$ cat config.mk
export PLATFORM = sky130hd
export DESIGN_NAME = des_key_scheduler
export DESIGN_NICKNAME = d
export VERILOG_FILES = /design/src/rtl/des_key_scheduler.sv
export SDC_FILE = /design/constraint.sdc
export NUM_CORES = 1
export LEC_CHECK = 0
export CAP_MARGIN = 20
export CORE_ASPECT_RATIO = 2
export CORE_MARGIN = 2
export CORE_UTILIZATION = 30
export CTS_BUF_LIST = sky130_fd_sc_hd__clkbuf_8 sky130_fd_sc_hd__clkbuf_16
export DETAILED_ROUTE_END_ITERATION = 10
export SYNTH_ARGS = -nofsm -noshare
export SYNTH_HDL_FRONTEND = slang
export SYNTH_SLANG_ARGS = --single-unit
$ cat constraint.sdc
create_clock -name clk -period 2.1 [get_ports clk]
set_input_delay 0.42 -clock clk [delete_from_list [all_inputs] [get_ports clk]]
set_output_delay 0.42 -clock clk [all_outputs]
set_load 0.05 [all_outputs]
$ cat src/rtl/des_key_scheduler.sv
// DES key schedule: PC1 load on start, one PC2 round key per handshake, K1..K16 or K16..K1.
// C/D rotate in place so the decrypt direction needs no precomputation pass.
module des_key_scheduler (
  input  logic        clk,
  input  logic        rst_n,
  input  logic [31:0] key_high,
  input  logic [31:0] key_low,
  input  logic        decrypt,
  input  logic        start,
  input  logic        key_ready,
  output logic [47:0] round_key,
  output logic [3:0]  round_num,
  output logic        key_valid,
  output logic        busy,
  output logic        done
);

  // Tables hold FIPS 46-3 bit positions, 1 = MSB of the source vector.
  localparam logic [6:0] Pc1Tab [56] = '{
    7'd57, 7'd49, 7'd41, 7'd33, 7'd25, 7'd17, 7'd9,  7'd1,  7'd58, 7'd50, 7'd42, 7'd34,
    7'd26, 7'd18, 7'd10, 7'd2,  7'd59, 7'd51, 7'd43, 7'd35, 7'd27, 7'd19, 7'd11, 7'd3,
    7'd60, 7'd52, 7'd44, 7'd36, 7'd63, 7'd55, 7'd47, 7'd39, 7'd31, 7'd23, 7'd15, 7'd7,
    7'd62, 7'd54, 7'd46, 7'd38, 7'd30, 7'd22, 7'd14, 7'd6,  7'd61, 7'd53, 7'd45, 7'd37,
    7'd29, 7'd21, 7'd13, 7'd5,  7'd28, 7'd20, 7'd12, 7'd4
  };

  localparam logic [6:0] Pc2Tab [48] = '{
    7'd14, 7'd17, 7'd11, 7'd24, 7'd1,  7'd5,  7'd3,  7'd28, 7'd15, 7'd6,  7'd21, 7'd10,
    7'd23, 7'd19, 7'd12, 7'd4,  7'd26, 7'd8,  7'd16, 7'd7,  7'd27, 7'd20, 7'd13, 7'd2,
    7'd41, 7'd52, 7'd31, 7'd37, 7'd47, 7'd55, 7'd30, 7'd40, 7'd51, 7'd45, 7'd33, 7'd48,
    7'd44, 7'd49, 7'd39, 7'd56, 7'd34, 7'd53, 7'd46, 7'd42, 7'd50, 7'd36, 7'd29, 7'd32
  };

  typedef enum logic [1:0] {StIdle, StIssue, StDone} state_e;

  state_e      state_q;
  logic [55:0] cd_q;
  logic [3:0]  round_q;
  logic        dir_q;
  logic        valid_q;
  logic        busy_q;
  logic        done_q;

  logic [63:0] key_in;
  logic [55:0] pc1_out;
  logic [55:0] cd_load;
  logic [55:0] cd_step;
  logic [47:0] pc2_out;
  logic        step_two;

  function automatic logic [27:0] rotl(input logic [27:0] v, input logic two);
    return two ? {v[25:0], v[27:26]} : {v[26:0], v[27]};
  endfunction

  function automatic logic [27:0] rotr(input logic [27:0] v, input logic two);
    return two ? {v[1:0], v[27:2]} : {v[0], v[27:1]};
  endfunction

  assign key_in = {key_high, key_low};

  always_comb begin
    pc1_out = '0;
    for (int j = 0; j < 56; j++) begin
      pc1_out[55-j] = key_in[6'(7'd64 - Pc1Tab[j])];
    end
  end

  always_comb begin
    pc2_out = '0;
    for (int j = 0; j < 48; j++) begin
      pc2_out[47-j] = cd_q[6'(7'd56 - Pc2Tab[j])];
    end
  end

  // C16/D16 equals C0/D0, so decrypt loads PC1 unrotated and walks backwards.
  assign cd_load = decrypt ? pc1_out : {rotl(pc1_out[55:28], 1'b0), rotl(pc1_out[27:0], 1'b0)};

  // Single-bit steps fall on rounds 0, 7 and 14 in both directions.
  assign step_two = !((round_q == 4'd0) || (round_q == 4'd7) || (round_q == 4'd14));

  assign cd_step = dir_q ? {rotr(cd_q[55:28], step_two), rotr(cd_q[27:0], step_two)}
                         : {rotl(cd_q[55:28], step_two), rotl(cd_q[27:0], step_two)};

  always_ff @(posedge clk or negedge rst_n) begin
    if (!rst_n) begin
      state_q <= StIdle;
      cd_q    <= '0;
      round_q <= '0;
      dir_q   <= 1'b0;
      valid_q <= 1'b0;
      busy_q  <= 1'b0;
      done_q  <= 1'b0;
    end else begin
      unique case (state_q)
        StIdle: begin
          if (start) begin
            state_q <= StIssue;
            dir_q   <= decrypt;
            cd_q    <= cd_load;
            round_q <= 4'd0;
            valid_q <= 1'b1;
            busy_q  <= 1'b1;
          end
        end
        StIssue: begin
          if (key_ready) begin
            if (round_q == 4'd15) begin
              state_q <= StDone;
              valid_q <= 1'b0;
              done_q  <= 1'b1;
            end else begin
              round_q <= round_q + 4'd1;
              cd_q    <= cd_step;
            end
          end
        end
        StDone: begin
          state_q <= StIdle;
          done_q  <= 1'b0;
          busy_q  <= 1'b0;
        end
        default: begin
          state_q <= StIdle;
          valid_q <= 1'b0;
          busy_q  <= 1'b0;
          done_q  <= 1'b0;
        end
      endcase
    end
  end

  assign round_key = pc2_out;
  assign round_num = round_q;
  assign key_valid = valid_q;
  assign busy      = busy_q;
  assign done      = done_q;

endmodule
* Yosys cells after proc, flatten, opt, wreduce, memory -nomap -nowiden *
Cells that the tools add are included.
Widths: inputs -> output; s select.

storage, ports and cells
  logic and storage cells = 57
  input port bits = 69
  bits in registers = 66

operators by class
  multiplexer cells = 26
  bitwise gates (word level) = 3
  equality and inequality tests = 9
  add/subtract/negate cells = 1
  reduce and logical (&&, ||, !) cells = 11

operators by type and width
  kind                 count
  $mux 56              5
  $mux 28              4
  $pmux 56 s2          1
  $mux 4               3
  $eq 4x4->1 const B   2
  $ne 2x2->1 const B   4
  $pmux 4 s2           1
  $reduce_and 4->1     2
  $mux 2               3
  $reduce_and 3->1     2
  $mux 1               5
  $add 4x1->4 const B  1
  $eq 4x3->1 const B   1
  $logic_not 4->1      1
  $pmux 1 s2           2
  $pmux 2 s2           1
  $reduce_and 2->1     2
  $not 1->1            3
  $pmux 1 s3           1
  $eq 2x1->1 const B   1
  $eq 2x2->1 const B   1
  $logic_not 2->1      1
  $logic_or 1x1->1     2
  $reduce_bool 2->1    1

* Longest topological paths before layout *
  depth after elaboration = 8
  depth in mapped cells = 9
  depth with buffers taken out = 7

* Worst setup path before layout *
No wires, ideal clock.

  path kind = register to register
  start = register round_q[0], in the netlist round_num[0]
  end = register cd_q[50]
  slack = -0.097 ns
  arrival time = 2.068 ns
  setup time = 0.129 ns
  stages on the path, launching flop included = 9
  cells stage by stage = dfrtp_1 ha_1 nand3_2 and2_1 buf_6 nand2b_4 buf_6 a21oi_1 a2111o_1

between the ends
  longest elaborated chain between the ends = 8
  elaborated cells between the ends (all ways) = 14

ends and longest elaborated chain
  item                                           RTL line  RTL
  start, declared                                38        logic [3:0] round_q;
  start signal, assigned                         112       round_q <= round_q + 4'd1;
  $eq 4x3->1 or $logic_not 4->1 (tied branches)  79        assign step_two = !((round_q == 4'd0) || (round_q == 4'd7) || (round_q == 4'd14));
  $logic_or 1x1->1 (2 in series)                 79
  $mux 28 (on tied branches)                     52, 56
  $mux 56                                        81        assign cd_step = dir_q ? {rotr(cd_q[55:28], step_two), rotr(cd_q[27:0], step_two)}
  $mux 56                                        107       if (round_q == 4'd15) begin
  $mux 56                                        106       if (key_ready) begin
  $pmux 56 s2                                    94        unique case (state_q)
  end signal, assigned                           99        cd_q <= cd_load;
  end signal, assigned                           113       cd_q <= cd_step;
  end, declared                                  37        logic [55:0] cd_q;

Several ways; a longest one is shown, not always the timed one. The select of a mux whose other input is x is not followed.
A chain may end at the register's enable or synchronous reset.

* Worst setup path after layout *
  start = register cd_q[15]
  end = output port round_key[23]

RTL lines
  item           RTL line  RTL
  end, declared  11        output logic [47:0] round_key,

No word-level cell between the ends.

==> impl.org <==
** Outcome
- The flow ran to the end, and the final reports show no timing, DRC or antenna violations.

** Layout
- Post-route core utilization :: 40.2%
- Fill cells in the final layout number 1719.
- Cells with a size suffix above 1 make up 16.4% of the layout.
- Area taken by flip-flops and latches :: 1650 sq um
- Final-stage net count :: 758
- The multi-input combinational cells in the finished layout cover a total of 2940 sq um.
- Number of diodes added for antenna fixing :: 0
- The finished cells cover 6870 sq um.
- Final cell count without fillers :: 901
- The area growth from synthesis to layout is 31.7%.

** CTS
- CTS Root Buffer Type :: sky130_fd_sc_hd__clkbuf_16
- Clock-pin slew was measured on the worst setup and hold paths at 0.06 ns.
- CTS built an H-tree with a depth of 3.
- Clock tree from TritonCTS :: built
- Clock latency on the worst-skew pair, taken at its later pin, is 0.35 ns.
- Inserted Clock Buffers :: 9
- Total number of clock tree sinks :: 66
- CTS Buffer Depth :: 2

** Floorplan
- The die is 190 um tall.
- The floorplan step defined a core boundary enclosing 17100 sq um.
- Die footprint :: 18500 sq um
- In this run the core area contains 68 standard-cell rows.
- Pin placement for this block handled 124 I/O pins.
- Die W :: 97.2 um
- Effective utilization at floorplan :: 30.5%

** Worst setup path
- The worst register-to-register path ends at cd_q[41].
- The signal on the critical path passes through clkdlybuf4s50_1.
- Slowest stage delay, CP :: 0.84 ns
- The worst setup path is captured at an output port.
- Kind of cell adding the most delay to the critical path :: buffers and inverters
- The number of buffers and inverters on the critical path is 1.
- Critical path fanouts, max :: 6
- Length in cells of the worst reg-to-reg path :: 8
- Signal arrival time at the worst endpoint :: 1.65 ns
- Worst reg2reg startpoint :: round_num[0]
- Register-to-register setup slack :: 0.09 ns
- Data on the critical path is required at its endpoint by 1.68 ns.
- Critical path class :: reg -> out
- Slowest CP cell :: sky130_fd_sc_hd__clkdlybuf4s50_1
- STA classifies the critical path startpoint as a flop.

** Synthesis
- Post-synth cell types :: 53
- A synthesized cell averages 8.68 sq um.
- Async set or reset register ratio after synthesis :: 100%
- Mapped cell area :: 5210 sq um
- When the netlist entered floorplanning its net count stood at 673.
- Summing the sequential cell areas from Yosys gives 31.7% of the chip area.
- Largest cells by area after synthesis :: sky130_fd_sc_hd__dfrtp_1, sky130_fd_sc_hd__mux2i_1, sky130_fd_sc_hd__buf_4
- In this run, synthesis produced a sequential element count of 66.
- Total of warnings raised by yosys :: 0
- The biggest area contributor in the post-synthesis netlist is sky130_fd_sc_hd__dfrtp_1.
- Gate count of the mapped netlist :: 601
- Number of synthesized flops with an enable pin :: 0
- In this run the biggest area consumer among cell types represents 31.7% of the synthesized area.
- Top FF cell, synth :: sky130_fd_sc_hd__dfrtp_1

** Power
- In this run switching power makes up 49.2% of total power.
- In this run the power spent charging and discharging nets is 5.10 mW.
- In this run, the clock network consumes 16.4% of the power.
- Power density over the cells :: 1510 nW/um^2
- Combinational logic burns 58.5% of the power.
- Cell internal power was estimated by the tool at 5.26 mW.
- Of the total power, registers draw 25.1%.
- Maximum vdd ir drop :: 0.746 mV
- For this design the static power due to leakage is 3.08 nW.

** STA
- Maximum achievable frequency :: 0.483 GHz
- Worst setup slack after layout :: 0.0276 ns
- Measured against its own limit, the worst slew margin works out to 63.3%.
- Setup violations remaining at the end of the flow were counted as 0.
- Number of failing hold endpoints at the final stage :: 0
- Setup Skew :: 0.00871 ns
- Final max-slew violation count :: 0
- Unrepaired setup endpoints after global routing :: yes
- At the pin with the least slew margin, the transition time is 0.549 ns.
- Minimum period implied by the final worst setup slack :: 2.07 ns
- For the final routed database, the setup TNS stands at 0 ns.
- Of the available clock period, the critical path in the final layout requires 98.7%.

** Global route
- Met3 routing resource usage after global routing :: 3.12%
- Global-route track usage on met2 :: 28.3%
- For this run, the total global-route usage over all layers was measured as 16.6%.
- Via count of the first global-routing pass :: 4997
- Met1 demand-to-capacity share in global routing :: 21.1%
- After global routing, the most crowded layer is met2.
- After global routing the overflow that remains totals 0.
- The first global-routing pass estimated 25.4 mm of wire.
- Pin count of the biggest net entering global routing :: 67
- The initial antenna violation count was 0.

** Routing
- Number of DRC markers after the initial detailed-route iteration :: 235
- In this run the remaining antenna-violating nets after routing total 0.
- For this block, the routed nets add up to 15.5 mm of wire.
- Remaining design rule violation count :: 0
- Before antenna repair, the detailed router went through 5 iterations.
- After detailed routing, the average wire length per cell comes to 17.2 um.
- Detailed-route via count :: 4872
- Dividing the detail-routed via count by the number of cells gives 5.41.

** Placement
- Area after DPL :: 6480 sq um
- Input/output buffers :: 115
- The congestion estimate from routability-driven global placement came to 0.852.
- Once detailed placement completed, the half-perimeter wirelength came to 11.3 mm.
- Timing analysis after detailed placement gives a worst setup slack of -0.0728 ns.
- Counting tap cells, the placed design contains a total of 884 instances.

** Hold path
- Worst Hold Class :: in -> async

** Run
- Across the run, the number of max-cap violations was 0.
placed cells by master (no fill, tap or decap), drive strengths merged, types with 10 or more instances in the layout:
cell | synthesis | routed
o21ai | 10 | 10
a21oi | 67 | 67
nor2 | 34 | 34
a221oi | 16 | 16
o211ai | 17 | 17
clkdlybuf4s50 | 0 | 84
a2111o | 12 | 12
mux2i | 81 | 81
nand2 | 105 | 105
buf | 89 | 75
dfrtp | 66 | 66
nor3 | 13 | 13
repair_timing:
item,in CTS,in global routing
cloned,0,0
hold buffers,0,0
resized for setup,1,14
buffers inserted,0,1
pin swaps,0,1
endpoints found under the hold margin,0,0
endpoints found under the setup margin,2,15
power groups by stage:
stage / logic, mW / registers (mW) / clock network [mW]
after floorplan: 4.74 / 2.41 / 0
after global placement: 5.95 / 2.59 / 0
after detailed placement: 6.01 / 2.59 / 0
after CTS: 6.03 / 2.58 / 1.72
after global routing: 6.50 / 2.70 / 1.77
final: 6.06 / 2.60 / 1.70
registers in the layout, summed over array words and instances, names as in the netlist:
register / count
busy: 1
state_q: 2
round_num: 4
key_valid: 1
done: 1
cd_q: 56
dir_q: 1
stage by stage:
stage,hold slack [ns],total power [mW]
2_1_floorplan,0.124,7.15
3_3_place_gp,0.477,8.54
3_5_place_dp,0.473,8.60
4_1_cts,0.124,10.3
5_1_grt,0.129,11.0
6_report,0.0743,10.4
routing by layer:
metal | wire length, um | vias to the layer above
met4 | 244 | 0
met2 | 7630 | 187
met5 | 0 | -
li1 | - | 2326
met3 | 944 | 17
met1 | 6690 | 2342
kinds of logic after synthesis:
group                    after synthesis  share of synthesized area [%]
AND/OR/NAND/NOR                      180                           15.5
multiplexers                          81                           15.8
adder cells (fa/ha/maj)                3                          0.720
buffers and inverters                 98                           12.6
flip-flops                            66                           31.7
AO/OA/AOI/OAI                        172                           23.6
XOR/XNOR                               1                          0.168
how the worst max path moves through the flow:
stage | from | end | slack, ns | cells past startpoint
finish | cd_q[15] | round_key[23] | 0.03 | 1
global route | round_num[0] | cd_q[52] | -0.007 | 8
CTS | cd_q[48] | round_key[30] | 0.02 | 1
detailed placement | key_ready | cd_q[41] | -0.07 | 7
global placement | key_ready | cd_q[13] | -0.03 | 6
floorplan | round_num[2] | cd_q[51] | 0.05 | 7
synthesized netlist by cell type (5+ instances only):
| cell | n |
|---|---|
| sky130_fd_sc_hd__or3_1 | 9 |
| sky130_fd_sc_hd__inv_1 | 5 |
| sky130_fd_sc_hd__o31ai_1 | 9 |
| sky130_fd_sc_hd__buf_6 | 5 |
| sky130_fd_sc_hd__nand3_1 | 5 |
| sky130_fd_sc_hd__a221o_1 | 8 |
| sky130_fd_sc_hd__a211o_1 | 7 |
| sky130_fd_sc_hd__nor2_1 | 32 |
| sky130_fd_sc_hd__a221oi_1 | 16 |
| sky130_fd_sc_hd__buf_4 | 54 |
| sky130_fd_sc_hd__nor3_1 | 13 |
| sky130_fd_sc_hd__dfrtp_1 | 66 |
| sky130_fd_sc_hd__a2111o_1 | 12 |
| sky130_fd_sc_hd__buf_2 | 29 |
| sky130_fd_sc_hd__o21ai_0 | 5 |
| sky130_fd_sc_hd__a21oi_1 | 66 |
| sky130_fd_sc_hd__a22oi_1 | 5 |
| sky130_fd_sc_hd__mux2i_1 | 80 |
| sky130_fd_sc_hd__o211ai_1 | 17 |
| sky130_fd_sc_hd__nand2_1 | 103 |
cell type report:
cell class                      count  share of cell area [%]
Clock inverter                      7                    1.48
Inverter                            5                   0.273
Multi-Input combinational cell    437                    42.8
Timing Repair Buffer              167                    24.2
Tap cell                          210                    3.83
Clock buffer                        9                    3.28
Sequential cell                    66                    24.1
(Power assumes the default switching activity.)
